`config.mk`:
```
export PLATFORM = sky130hd
export DESIGN_NAME = bdd_tree_walker
export DESIGN_NICKNAME = d
export VERILOG_FILES = /design/src/rtl/bdd_pkg.sv /design/src/rtl/bdd_node_cmp.sv /design/src/rtl/bdd_tree_walker.sv
export SDC_FILE = /design/constraint.sdc
export NUM_CORES = 1
export LEC_CHECK = 0
export CORE_MARGIN = 3
export CORE_UTILIZATION = 25
export DETAILED_ROUTE_END_ITERATION = 16
export GPL_ROUTABILITY_DRIVEN = 0
export GPL_TIMING_DRIVEN = 0
export PLACE_DENSITY = 0.56
export REMOVE_ABC_BUFFERS = 1
export SETUP_SLACK_MARGIN = 0.05
export SLEW_MARGIN = 20
export SYNTH_ARGS = -nofsm -noshare
export SYNTH_HDL_FRONTEND = slang
export SYNTH_HIERARCHICAL = 1
export SYNTH_SLANG_ARGS = --single-unit
```
`constraint.sdc`:
```
create_clock -name clk -period 2.6 [get_ports clk]
set_input_delay 0.65 -clock clk [delete_from_list [all_inputs] [get_ports clk]]
set_output_delay 0.65 -clock clk [all_outputs]
set_load 0.02 [all_outputs]
```
`src/rtl/bdd_pkg.sv`:
```
// Shared types and widths for the BDD tree walker: FSM state encoding,
// datapath widths and the node-table record layout.
package bdd_pkg;

    localparam int ACC_WIDTH       = 20;
    localparam int NODE_ADDR_WIDTH = 8;
    localparam int CLASS_WIDTH     = 4;

    typedef enum logic [2:0] {
        ST_IDLE,
        ST_FETCH,
        ST_LOAD,
        ST_WAIT,
        ST_DECIDE,
        ST_DONE,
        ST_ERROR
    } state_t;

    typedef struct packed {
        logic [ACC_WIDTH-1:0]       thr;
        logic [NODE_ADDR_WIDTH-1:0] left;
        logic [NODE_ADDR_WIDTH-1:0] right;
        logic                       is_leaf;
        logic [CLASS_WIDTH-1:0]     cls;
    } node_t;

endpackage

```
`src/rtl/bdd_node_cmp.sv`:
```
// Combinational node decision: unsigned accumulator vs threshold compare,
// selecting the right child on acc >= thr and the left child otherwise.
module bdd_node_cmp
    import bdd_pkg::*;
(
    input  logic [ACC_WIDTH-1:0]       acc,
    input  logic [ACC_WIDTH-1:0]       thr,
    input  logic [NODE_ADDR_WIDTH-1:0] left,
    input  logic [NODE_ADDR_WIDTH-1:0] right,
    output logic [NODE_ADDR_WIDTH-1:0] child
);

    assign child = (acc >= thr) ? right : left;

endmodule

```
`src/rtl/bdd_tree_walker.sv`:
```
// Root-to-leaf traversal controller: fetches a node, waits for the MAC result,
// picks a child and repeats until a leaf label is emitted or an error fires.
module bdd_tree_walker
    import bdd_pkg::*;
#(
    parameter int MAX_DEPTH = 15,
    parameter int TIMEOUT   = 15
) (
    input  logic                       clk,
    input  logic                       rst_n,
    input  logic                       start,
    output logic                       busy,
    output logic [NODE_ADDR_WIDTH-1:0] node_addr,
    output logic                       node_req,
    input  logic [ACC_WIDTH-1:0]       node_thr,
    input  logic [NODE_ADDR_WIDTH-1:0] node_left,
    input  logic [NODE_ADDR_WIDTH-1:0] node_right,
    input  logic                       node_is_leaf,
    input  logic [CLASS_WIDTH-1:0]     node_class,
    input  logic [ACC_WIDTH-1:0]       acc,
    input  logic                       acc_valid,
    output logic [CLASS_WIDTH-1:0]     class_out,
    output logic                       class_valid,
    output logic                       err
);

    localparam int DEPTH_W = $clog2(MAX_DEPTH + 1);
    localparam int TO_W    = $clog2(TIMEOUT + 1);

    state_t                     state_q, state_d;
    logic [NODE_ADDR_WIDTH-1:0] addr_q, addr_d;
    logic [DEPTH_W-1:0]         depth_q, depth_d;
    logic [TO_W-1:0]            to_q, to_d;
    logic [ACC_WIDTH-1:0]       thr_q, thr_d;
    logic [NODE_ADDR_WIDTH-1:0] left_q, left_d;
    logic [NODE_ADDR_WIDTH-1:0] right_q, right_d;
    logic [ACC_WIDTH-1:0]       acc_q, acc_d;
    logic [CLASS_WIDTH-1:0]     class_q, class_d;
    logic [NODE_ADDR_WIDTH-1:0] child_addr;

    bdd_node_cmp u_cmp (
        .acc   (acc_q),
        .thr   (thr_q),
        .left  (left_q),
        .right (right_q),
        .child (child_addr)
    );

    always_comb begin
        state_d = state_q;
        addr_d  = addr_q;
        depth_d = depth_q;
        to_d    = to_q;
        thr_d   = thr_q;
        left_d  = left_q;
        right_d = right_q;
        acc_d   = acc_q;
        class_d = class_q;
        unique case (state_q)
            ST_IDLE: begin
                if (start) begin
                    state_d = ST_FETCH;
                    addr_d  = '0;
                    depth_d = '0;
                end
            end
            ST_FETCH: state_d = ST_LOAD;
            ST_LOAD: begin
                thr_d   = node_thr;
                left_d  = node_left;
                right_d = node_right;
                to_d    = '0;
                if (node_is_leaf) begin
                    class_d = node_class;
                    state_d = ST_DONE;
                end else begin
                    state_d = ST_WAIT;
                end
            end
            ST_WAIT: begin
                // A result arriving on the last allowed cycle still wins over the timeout.
                if (acc_valid) begin
                    acc_d   = acc;
                    state_d = ST_DECIDE;
                end else begin
                    to_d = to_q + 1'b1;
                    if (to_d == TO_W'(TIMEOUT)) state_d = ST_ERROR;
                end
            end
            ST_DECIDE: begin
                addr_d  = child_addr;
                depth_d = depth_q + 1'b1;
                state_d = (depth_d == DEPTH_W'(MAX_DEPTH)) ? ST_ERROR : ST_FETCH;
            end
            ST_DONE:  state_d = ST_IDLE;
            ST_ERROR: state_d = ST_IDLE;
            default:  state_d = ST_IDLE;
        endcase
    end

    always_ff @(posedge clk or negedge rst_n) begin
        if (!rst_n) begin
            state_q <= ST_IDLE;
            addr_q  <= '0;
            depth_q <= '0;
            to_q    <= '0;
            thr_q   <= '0;
            left_q  <= '0;
            right_q <= '0;
            acc_q   <= '0;
            class_q <= '0;
        end else begin
            state_q <= state_d;
            addr_q  <= addr_d;
            depth_q <= depth_d;
            to_q    <= to_d;
            thr_q   <= thr_d;
            left_q  <= left_d;
            right_q <= right_d;
            acc_q   <= acc_d;
            class_q <= class_d;
        end
    end

    assign busy        = (state_q != ST_IDLE);
    assign node_req    = (state_q == ST_FETCH);
    assign class_valid = (state_q == ST_DONE);
    assign err         = (state_q == ST_ERROR);
    assign node_addr   = addr_q;
    assign class_out   = class_q;

endmodule

```
Yosys cells after proc, flatten, opt, wreduce, memory -nomap -nowiden --
Cells that the tools add are included.
Storage, ports and cells: flip-flop bits (word level) 79, output and inout port bits 16, input bits 65
Operators by class: $lt $le $gt $ge 1, equality and inequality tests 11, add/sub/neg operators 2, reductions and logical operators 9, muxes and demuxes 13
Operators with widths (count):
- 20-bit greater-or-equal comparator | 1
- 8-bit two-way mux | 2
- 4-bit one-hot mux with 2 select lines | 2
- 8-bit one-hot mux with 2 select lines | 1
- 3-bit two-way mux | 5
- 3-bit one-hot mux with 5 select lines | 1
- 2-bit AND reduction | 5
- 3-bit == test, second input constant | 3
- 4-bit by 1-bit adder with 4-bit output, second input constant | 2
- 4-bit == test, second input constant | 2
- 4-bit two-way mux | 2
- 3-bit by 2-bit == test with 1-bit output, second input constant | 2
- 2-bit != test, second input constant | 2
- 2-bit nonzero test | 2
- 3-bit by 1-bit == test with 1-bit output, second input constant | 1
- 3-bit zero test | 1
- 3-bit != test, second input constant | 1
- 3-bit nonzero test | 1

Longest topological paths before layout --
depth after elaboration 5, depth in mapped cells 9, depth with buffers taken out 9

Hierarchy --
Netlist, hierarchy kept.
By module, submodules not included:
- bdd_tree_walker | area an instance 3229.3 µm², times used 1, cells each 302
- bdd_node_cmp | area an instance 601.8 µm², times used 1, cells each 80

Least setup slack after synthesis --
No wires, ideal clock.
path type reg2reg, from register acc_q[19], to register addr_q[0], in the netlist node_addr[0], data required time 2479 ps, data arrival time 1917 ps, period minus slack after synthesis 2038 ps, path slack 562 ps, library setup time 121 ps, cell stages (with the launch flop) 8, path through dfrtp_1 > ha_1 > nand4_1 > nor4_2 > nand3_1 > nand4b_4 > mux2_2 > a22o_1
Between the ends: longest elaborated chain between the ends 3
RTL lines:
- from (decl) | line bdd_tree_walker.sv:37 | logic [ACC_WIDTH-1:0] acc_q, acc_d;
- from (signal assigned) | line bdd_tree_walker.sv:110 | acc_q <= '0;
- from (signal assigned) | line bdd_tree_walker.sv:120 | acc_q <= acc_d;
- 20-bit greater-or-equal comparator | line bdd_node_cmp.sv:13 | assign child = (acc >= thr) ? right : left;
- 8-bit two-way mux | line bdd_node_cmp.sv:13
- via child_addr[0] | line bdd_tree_walker.sv:39 | logic [NODE_ADDR_WIDTH-1:0] child_addr;
- 8-bit one-hot mux with 2 select lines | line bdd_tree_walker.sv:59 | unique case (state_q)
- to (signal assigned) | line bdd_tree_walker.sv:114 | addr_q <= addr_d;
- to (decl) | line bdd_tree_walker.sv:31 | logic [NODE_ADDR_WIDTH-1:0] addr_q, addr_d;
The timed path passes the listed nets, and every way through them passes these cells. A chain may end at the register's enable or synchronous reset.

Final worst setup path --
from register state_q[2], to output busy
Between the ends: longest elaborated chain between the ends 1
RTL lines:
- from (decl) | line bdd_tree_walker.sv:30 | state_t state_q, state_d;
- from (signal assigned) | line bdd_tree_walker.sv:113 | state_q <= state_d;
- 3-bit nonzero test | line bdd_tree_walker.sv:125 | assign busy = (state_q != ST_IDLE);
- to (decl) | line bdd_tree_walker.sv:12 | output logic busy,
Every way passes these cells.

==> results by group <==
Run status
  – Outcome: complete, no violations

STA
  – Setup repair after global routing missed its margin: true
  – Min Tclk post-route: between 2 and 2.5 ns
  – Highest clock frequency the design can meet: 408 MHz
  – Setup-violating endpoint count in the final report: 0
  – Setup ws final: between 0.1 and 0.15 ns
  – Actual transition at the worst max-transition pin: 0.940 ns
  – Final slew viol count: 0
  – Tightest slew margin relative to the limit: 37.2%
  – Worst setup skew after layout: 0.00680 ns
  – Final critical-path share of the clock period: ~94%
  – Final hold violations: 0
  – Final TNS setup: 0 ns

Clocking
  – # clock sinks: 79
  – H-tree level count: 3
  – CTS tree: done
  – Root buffer cell: clkbuf_16
  – Latest clock arrival within the worst-skew pair: about 0.33 ns
  – Setup Fix Bufs, Post-CTS: 0
  – CTS Buf Count: 9
  – Number of hold buffers added after CTS: 0
  – Clock-pin slew reported for the worst setup and hold paths after clock tree synthesis: ~0.06 ns
  – Bufs on Longest Clock Path: 2

Worst setup path
  – Path depth of the worst reg2reg path: 7
  – Critical path fanouts, max: 13
  – Kind of cell adding the most delay to the critical path: buffers and inverters
  – Setup slack on the worst flop-to-flop path: roughly 0.20 ns
  – Buffers and inverters on the worst path: 1
  – Endpoint arrival time on the critical path: 1.80 ns
  – Peak per-stage delay on the critical path: 0.56 ns
  – FF-to-FF Start: acc_q[19]
  – Kind of capture point of the worst setup path: output pin
  – Library cell contributing the largest single delay on the critical path: clkdlybuf4s50_1
  – Critical path cell sequence: or3_1 > clkdlybuf4s50_1
  – Critical path required time: approximately 2 ns
  – Setup crit start kind: register
  – End of the worst register-to-register path: node_addr[6]
  – Setup Crit Path Kind: register to output pin

Pwr
  – Power per cell area: 1130 mW/mm^2
  – Combinational cell fraction of total power: a little over two fifths
  – Fraction of power consumed by the clock network: about a fifth
  – Worst IR Drop VDD: between 0.0005 and 0.0006 V
  – Switching share of power: 37.2%
  – Switching power: 2.17 mW
  – Part of the power in registers: 37.0%
  – Leak Pwr: around 2.4 nW
  – Internal power consumption: about 3.6 mW

Place
  – Pre-CTS setup slack: -0.0742 ns
  – DP HPWL: between 6000 and 7000 um
  – Quantity of I/O buffers inserted on ports: 80

Floorplanning
  – Area of the die: about 0.017 mm^2
  – I/O pin count: 81
  – Number of rows created at floorplan: 44
  – Core Footprint: about 0.015 mm^2
  – Horizontal extent of the die: between 100 and 150 um
  – Starting Density: between 20% and 30%
  – Vertical die dimension: 130 um

Routing
  – Met2 wirelength from detailed routing: between 4000 and 5000 um
  – Number of iterations in the first detailed-routing pass: 4
  – Routed WL per cell: approximately 14 um
  – Via count: around 2900
  – DRC violation count after routing: 0
  – M1 wire length: approximately 4100 um
  – Drt total wl: 9020 um
  – Antenna Violating Nets Remaining: 0
  – Vias per cell: 4.46
  – Highest metal used: met4
  – Initial DRC count: approximately 120
  – Total length of routed met3 wires: 554 um

Synthesis
  – Number of warnings issued by yosys: 6
  – Synthesized netlist cell count: 382
  – Mapped Avg Cell Area: between 10 and 15 um^2
  – Netlist area before placement: 0.00383 mm^2
  – Async set-or-reset flop fraction in the synthesized netlist: between 90% and 100%
  – EDFF count, synth: 0
  – Number of synthesized register bits: 79
  – Main synth FF type: dfrtp_1
  – Library cells used by synthesis: 39
  – Post-synthesis sequential area ratio: 51.6%

GRT
  – Total gr overflow: 0
  – Pin count of the biggest net entering global routing: 53
  – First-pass GRT wire length: 14500 um
  – Vias in the first global route: 2983
  – Initial antenna violation count: 0
  – Total global-route track usage: 11.1%

Layout
  – Filler cell count in the final layout: between 1000 and 1500
  – Antenna diode instance count: 0
  – Syn-to-layout area delta: 33.8%
  – Most common library cell in the layout ignoring fill and taps: nand2_1
  – Layout net count: 548
  – Fraction of layout instances using a drive strength above 1: approximately 6.7%
  – Highest-count cells in the layout ignoring fill and taps: nand2_1, dfrtp_1, clkdlybuf4s50_1

Worst hold path
  – Min-delay worst type: input pin to async pin

Flow run
  – Max-Cap Viols: 0
[metrics by stage]
| stage | area [um^2] | std cells | util (%) | hold WS, ns | total power [mW] |
|---|---|---|---|---|---|
| floorplan | 3750 | 365 | - | 0.354 | 3.79 |
| global placement | 4790 | 629 | 32.4 | 0.453 | 4.56 |
| detailed placement | 4850 | 632 | 32.9 | 0.459 | 4.70 |
| CTS | 5120 | 646 | 34.7 | 0.260 | 5.90 |
| global route | 5130 | 646 | 34.8 | 0.273 | 6.35 |
| finish | 5130 | 646 | 34.8 | 0.254 | 5.81 |
[worst register-to-register path, stage by stage, from the launching register on]
cell	delay [ns]
dfrtp_1	0.38
ha_1	0.32
nand4_1	0.23
nor4_4	0.38
nand3_1	0.18
nand4b_4	0.23
mux2_2	0.38
a22o_1	0.19
[flip-flops by register name, indices dropped and copies added (netlist names)]
signal,count
acc_q,20
thr_q,20
left_q,8
node_addr,8
right_q,8
class_out,4
depth_q,4
to_q,4
state_q,3
[kinds of logic after synthesis]
logic type,after synthesis,synth area share (%)
AOI/OAI and AO/OA,44,7.25
xor gates and xnor gates,4,0.914
adders and majority gates,24,7.84
DFF,79,51.6
muxes,32,9.41
buffers and inverters,41,4.34
and+or+nand+nor,158,18.6
[layout make-up]
type | count | area (um^2) | area share [%]
multi-input cells | 262 | 1700 | 33.1
flip-flops and latches | 79 | 1980 | 38.6
well taps | 184 | 230 | 4.49
clock buffers | 13 | 260 | 5.08
inverters | 24 | 90.1 | 1.76
repair buffers | 83 | 867 | 16.9
clock inverters | 1 | 5.00 | 0.0976
[metal layers]
metal	GRT usage, %	vias to the layer above
met5	0	-
met4	4.58	0
met3	3.89	14
met2	17.8	73
met1	13.6	1376
li1	-	1420
[worst max path at each step]
stage	depth (start not counted)	start	endpoint
detailed placement	4	acc_valid	acc_q[3]
CTS	2	state_q[0]	node_req
global route	7	acc_q[19]	node_addr[6]
finish	2	state_q[2]	busy
global placement	1	rst_n	class_out[1]
floorplan	7	acc_q[19]	node_addr[0]
[what timing repair did]
action                     in CTS  in global routing
resized for setup               1                  2
setup endpoints to repair       1                  9
pin swaps                       0                  1
[synthesized netlist by cell type (3+ instances only)]
master	number	area share, %
ha_1	24	7.8
mux2_2	8	2.4
nand3_1	6	0.78
nand4_1	3	0.49
nor2_1	6	0.59
clkbuf_1	9	0.88
dfrtp_1	79	52
o21ai_0	4	0.52
mux2_1	24	7.1
nand2_1	124	12
inv_1	24	2.4
a21oi_1	11	1.4
buf_2	7	0.91
xor2_1	4	0.91
a22o_1	9	2.1
o21ai_1	11	1.4
[power groups by stage]
stage / clock network, mW / logic (mW) / registers, mW
6_report: 1.15 / 2.51 / 2.15
5_1_grt: 1.25 / 2.87 / 2.23
4_1_cts: 1.20 / 2.54 / 2.16
3_5_place_dp: 0 / 2.52 / 2.18
3_3_place_gp: 0 / 2.41 / 2.14
2_1_floorplan: 0 / 1.64 / 2.14
No activity file was read; power rests on OpenSTA's default activity.
